$ cat config.mk
export PLATFORM = sky130hd
export DESIGN_NAME = sync_fifo_prog
export DESIGN_NICKNAME = d
export VERILOG_FILES = /design/src/rtl/sync_fifo_prog.sv
export SDC_FILE = /design/constraint.sdc
export NUM_CORES = 1
export LEC_CHECK = 0
export CAP_MARGIN = 10
export CORE_AREA = 4 4 108 110
export CTS_BUF_LIST = sky130_fd_sc_hd__clkbuf_16
export CTS_CLUSTER_SIZE = 12
export DETAILED_ROUTE_END_ITERATION = 8
export DIE_AREA = 0 0 112 114
export PLACE_DENSITY = 0.77
export SLEW_MARGIN = 5
export SYNTH_ARGS = -nofsm -noshare
export SYNTH_HDL_FRONTEND = slang
export SYNTH_SLANG_ARGS = --single-unit
$ cat constraint.sdc
create_clock -name clk -period 3.5 [get_ports clk]
set_input_delay 0.7 -clock clk [delete_from_list [all_inputs] [get_ports clk]]
set_output_delay 0.7 -clock clk [all_outputs]
set_load 0.01 [all_outputs]
$ cat src/rtl/sync_fifo_prog.sv
// Single-clock FIFO with arbitrary depth, optional first-word-fall-through output,
// occupancy count, static almost-full/almost-empty thresholds and error pulses.
module sync_fifo_prog #(
  parameter int unsigned WIDTH     = 8,
  parameter int unsigned DEPTH     = 16,
  parameter int unsigned FWFT      = 0,
  parameter int unsigned AF_THRESH = DEPTH - 2,
  parameter int unsigned AE_THRESH = 2,
  localparam int unsigned CW       = $clog2(DEPTH + 1)
) (
  input  logic             clk,
  input  logic             rst,
  input  logic             wr_en,
  input  logic [WIDTH-1:0] data_in,
  output logic             full,
  output logic             almost_full,
  input  logic             rd_en,
  output logic [WIDTH-1:0] data_out,
  output logic             empty,
  output logic             almost_empty,
  output logic [CW-1:0]    count,
  output logic             overflow,
  output logic             underflow
);

  localparam int unsigned PW = $clog2(DEPTH);
  localparam logic [PW-1:0] PTR_LAST = PW'(DEPTH - 1);
  localparam logic [CW-1:0] CNT_MAX  = CW'(DEPTH);
  localparam logic [CW-1:0] AF_LVL   = CW'(AF_THRESH);
  localparam logic [CW-1:0] AE_LVL   = CW'(AE_THRESH);

  logic [WIDTH-1:0] mem_q [DEPTH];

  logic [PW-1:0] wr_ptr_q, wr_ptr_d;
  logic [PW-1:0] rd_ptr_q, rd_ptr_d;
  logic [CW-1:0] count_q, count_d;
  logic          overflow_q, overflow_d;
  logic          underflow_q, underflow_d;

  logic full_c, empty_c, wr_acc_c, rd_acc_c;

  // Status comes only from the registered count, so accepts never see same-cycle traffic.
  always_comb begin
    full_c   = (count_q == CNT_MAX);
    empty_c  = (count_q == '0);
    wr_acc_c = wr_en && !full_c;
    rd_acc_c = rd_en && !empty_c;
  end

  // Pointers wrap explicitly at DEPTH-1 so any depth works.
  always_comb begin
    wr_ptr_d    = wr_ptr_q;
    rd_ptr_d    = rd_ptr_q;
    count_d     = count_q;
    overflow_d  = wr_en && full_c;
    underflow_d = rd_en && empty_c;

    if (wr_acc_c) begin
      wr_ptr_d = (wr_ptr_q == PTR_LAST) ? '0 : wr_ptr_q + PW'(1);
    end
    if (rd_acc_c) begin
      rd_ptr_d = (rd_ptr_q == PTR_LAST) ? '0 : rd_ptr_q + PW'(1);
    end

    unique case ({wr_acc_c, rd_acc_c})
      2'b10:   count_d = count_q + CW'(1);
      2'b01:   count_d = count_q - CW'(1);
      default: count_d = count_q;
    endcase
  end

  always_ff @(posedge clk or negedge rst) begin
    if (!rst) begin
      wr_ptr_q    <= '0;
      rd_ptr_q    <= '0;
      count_q     <= '0;
      overflow_q  <= 1'b0;
      underflow_q <= 1'b0;
    end else begin
      wr_ptr_q    <= wr_ptr_d;
      rd_ptr_q    <= rd_ptr_d;
      count_q     <= count_d;
      overflow_q  <= overflow_d;
      underflow_q <= underflow_d;
    end
  end

  // Storage array is intentionally not reset.
  always_ff @(posedge clk) begin
    if (wr_acc_c) begin
      mem_q[wr_ptr_q] <= data_in;
    end
  end

  if (FWFT != 0) begin : g_fwft
    assign data_out = mem_q[rd_ptr_q];
  end else begin : g_std
    logic [WIDTH-1:0] dout_q, dout_d;

    always_comb begin
      dout_d = dout_q;
      if (rd_acc_c) begin
        dout_d = mem_q[rd_ptr_q];
      end
    end

    always_ff @(posedge clk or negedge rst) begin
      if (!rst) begin
        dout_q <= '0;
      end else begin
        dout_q <= dout_d;
      end
    end

    assign data_out = dout_q;
  end

  assign full         = full_c;
  assign empty        = empty_c;
  assign almost_full  = (count_q >= AF_LVL);
  assign almost_empty = (count_q <= AE_LVL);
  assign count        = count_q;
  assign overflow     = overflow_q;
  assign underflow    = underflow_q;

endmodule

==> out/metrics.yaml <==
status:
  status: "complete, no violations"
timing:
  max_freq_ghz: 0.352
  fin_skew_ns: 0.00584
  max_slew.worst_pin.slew_ns: 0.850
  slew_headroom: 0.431
  period_minus_slack_ns: 2.84
  rsz0062_at_grt: "false"
  timing.setup.tns_ns: 0
  finalHoldViolCount: 0
  post-route-period-util: 0.811
  drv_slew: 0
  report.final.setup_viol: 0
clocking:
  cts_num_sinks: 151
  clkTransAtPathRegs_ns: 0.06
  ctsResizeCount: 0
  tritoncts: "built"
  cts_max_path_buffers: 2
  cts_made_buffers: 17
  htree_levels: 4
  cts.repair_timing.setup_buffer_count: 0
  holdBufCountCts: 0
  clk_latency_ns: 0.41
  clockRootBuffer: "clkbuf_16"
global_routing:
  grt_usage: 0.204
  grt_max_degree: 37
  grt-ovfl-total: 0
  antenna_found_initial: 0
  grt_pass1_vias: 3406
  grt_pass1_wl_um: 19100
critical_path:
  r2r_end: "count[4]"
  worst_setup_path_end_kind: "output pin"
  critPathKind: "reg2out"
  cp.arrival_ns: 2.14
  r2r_slack_ns: 0.68
  required_ns: 2.80
  reg2reg_depth: 9
  startpoint_type: "flip-flop"
  critPathMaxFanout: 11
  r2r_start: "count[2]"
power:
  p_per_area_mw_per_mm2: 809
  p_comb_frac: 0.290
  switchingPower_mw: 1.74
  vdd_drop_max_mv: 0.739
  intPower_mw: 4.16
  clkPwrFrac: 0.292
  seq_power_share: 0.418
  leakage_nw: 2.51
  fin_total_pwr_mw: 5.89
  netSwitchingFraction: 0.295
yosys:
  synth_seq_cells: 151
  synthCells: 336
  synth.area.top_cells: "edfxtp_1, mux4_2, dfrtp_1"
  synth-edff-count: 128
  avgSynthCellArea_um2: 18.4
  synthDistinctLibCells: 40
  ys_async_sr_fraction: 0.152
  ys.flop_type: "edfxtp_1"
  syn_nets: 357
  syn_area_mm2: 0.00617
  ys_warn_count: 0
  ys_seq_area_frac: 0.717
  synth_top_area_frac: 0.623
  yosys.area.top_type: "edfxtp_1"
floorplanning:
  die_w_um: 112
  dieArea_mm2: 0.0128
  pin_count: 31
  row_count: 38
  die_y_um: 114
  start_util: 0.576
  coreArea_mm2: 0.0107
final_layout:
  layout_common_cells: "edfxtp_1, mux4_2, clkdlybuf4s50_1"
  drive_above_1_share: 0.237
  fin_nets: 409
  syn2layout_area_growth_pct: 18.1
  diodes: 0
  layout_commonest_cell: "edfxtp_1"
routing:
  drtAntennaViolNets: 0
  wl_met2_um: 6190
  vias_per_cell: 6.14
  drt-met1-wl_um: 4660
  wl_met3_um: 931
  firstDrtPassIters: 5
  top_layer_used: "met4"
  drc_errors: 0
  wire_per_inst_um: 22.2
  via_count: 3324
  drtIter0Drc: 367
  routed_wl_um: 12000
placed_design:
  place.port_buffers: 30
  hpwl_um: 7680
  routabilityCongestion: 0.768
worst_hold_path:
  hold_class: "reg2reg"
  holdPathEnd: "data_out[1]"
  hold_path_startpoint: "data_out[1]"
  whs_path_depth: 1
run:
  max-cap-violations: 0
==> worst max-delay path, cell delays in order, from the launching register on <==
cell,delay [ns]
dfrtp_1,0.50
or3_1,0.46
nor3_1,0.20
clkdlybuf4s50_1,0.58
==> worst max path at each step <==
stage | end | slack (ns) | cells past startpoint | start
floorplan | count[4] | 0.43 | 12 | count[2]
global placement | count[4] | 0.46 | 11 | wr_en
detailed placement | count[4] | 0.38 | 11 | wr_en
CTS | empty | 0.65 | 3 | count[2]
global route | count[4] | 0.48 | 9 | count[2]
finish | empty | 0.66 | 3 | count[2]
==> state kept, by name, indices dropped and copies added (netlist names) <==
signal and cells:
mem_q 128, wr_ptr_q 4, overflow 1, data_out 8, underflow 1, count 5, rd_ptr_q 4
==> stage by stage <==
step / hold WS (ns) / setup WS [ns] / utilization / instance area, um2 / std cells
3_5_place_dp: 0.517 / 0.384 / 0.628 / 6720 / 509
2_1_floorplan: 0.404 / 0.425 / - / 6170 / 336
4_1_cts: 0.542 / 0.647 / 0.681 / 7280 / 541
3_3_place_gp: 0.532 / 0.458 / 0.628 / 6720 / 509
5_1_grt: 0.554 / 0.478 / 0.681 / 7280 / 541
6_report: 0.541 / 0.663 / 0.681 / 7280 / 541
==> final cells by class <==
cell class | instances | area [um2]
sequential | 151 | 4420
fill | 702 | 3410
multi-input combinational | 160 | 1640
timing repair buffer | 52 | 465
clock buffer | 17 | 425
tap | 140 | 175
clock inverter | 15 | 140
inverter | 6 | 22.5
==> power by group through the flow <==
stage	Clock [mW]	Sequential (mW)	Combinational, mW
final	1.72	2.46	1.71
after global routing	1.83	2.50	1.87
after CTS	1.74	2.46	1.74
after detailed placement	0	2.49	1.72
after global placement	0	2.48	1.67
after floorplan	0	2.39	1.23
==> Yosys cell counts (2+ instances only) <==
library cell / n
and2_1: 7
xor2_1: 3
nor2_1: 17
nand2b_1: 5
o22ai_1: 6
buf_2: 8
a21oi_1: 9
clkbuf_1: 8
buf_1: 2
nor3_1: 6
mux2_2: 11
o21ai_0: 6
nand3_1: 5
edfxtp_1: 128
inv_1: 6
nor3b_1: 3
mux4_1: 2
a31oi_1: 3
ha_1: 9
a21o_1: 3
dfrtp_1: 23
nand2_1: 9
mux4_2: 32
nor2b_1: 2
xnor2_1: 3
a211oi_1: 6
==> layer usage <==
layer,vias to the layer above,GRT usage
met1,1706,0.273
li1,1447,-
met3,23,0.0525
met2,148,0.329
met5,-,0
met4,0,0.0769
==> cells by family after synthesis <==
family / synth area share
DFF: 0.717
xor gates and xnor gates: 0.00852
and+or+nand+nor: 0.0483
muxes: 0.145
adders and majority gates: 0.0183
buffers and inverters: 0.0181
AOI/OAI and AO/OA: 0.0446
Note: power is estimated with default switching activity, not from simulation.
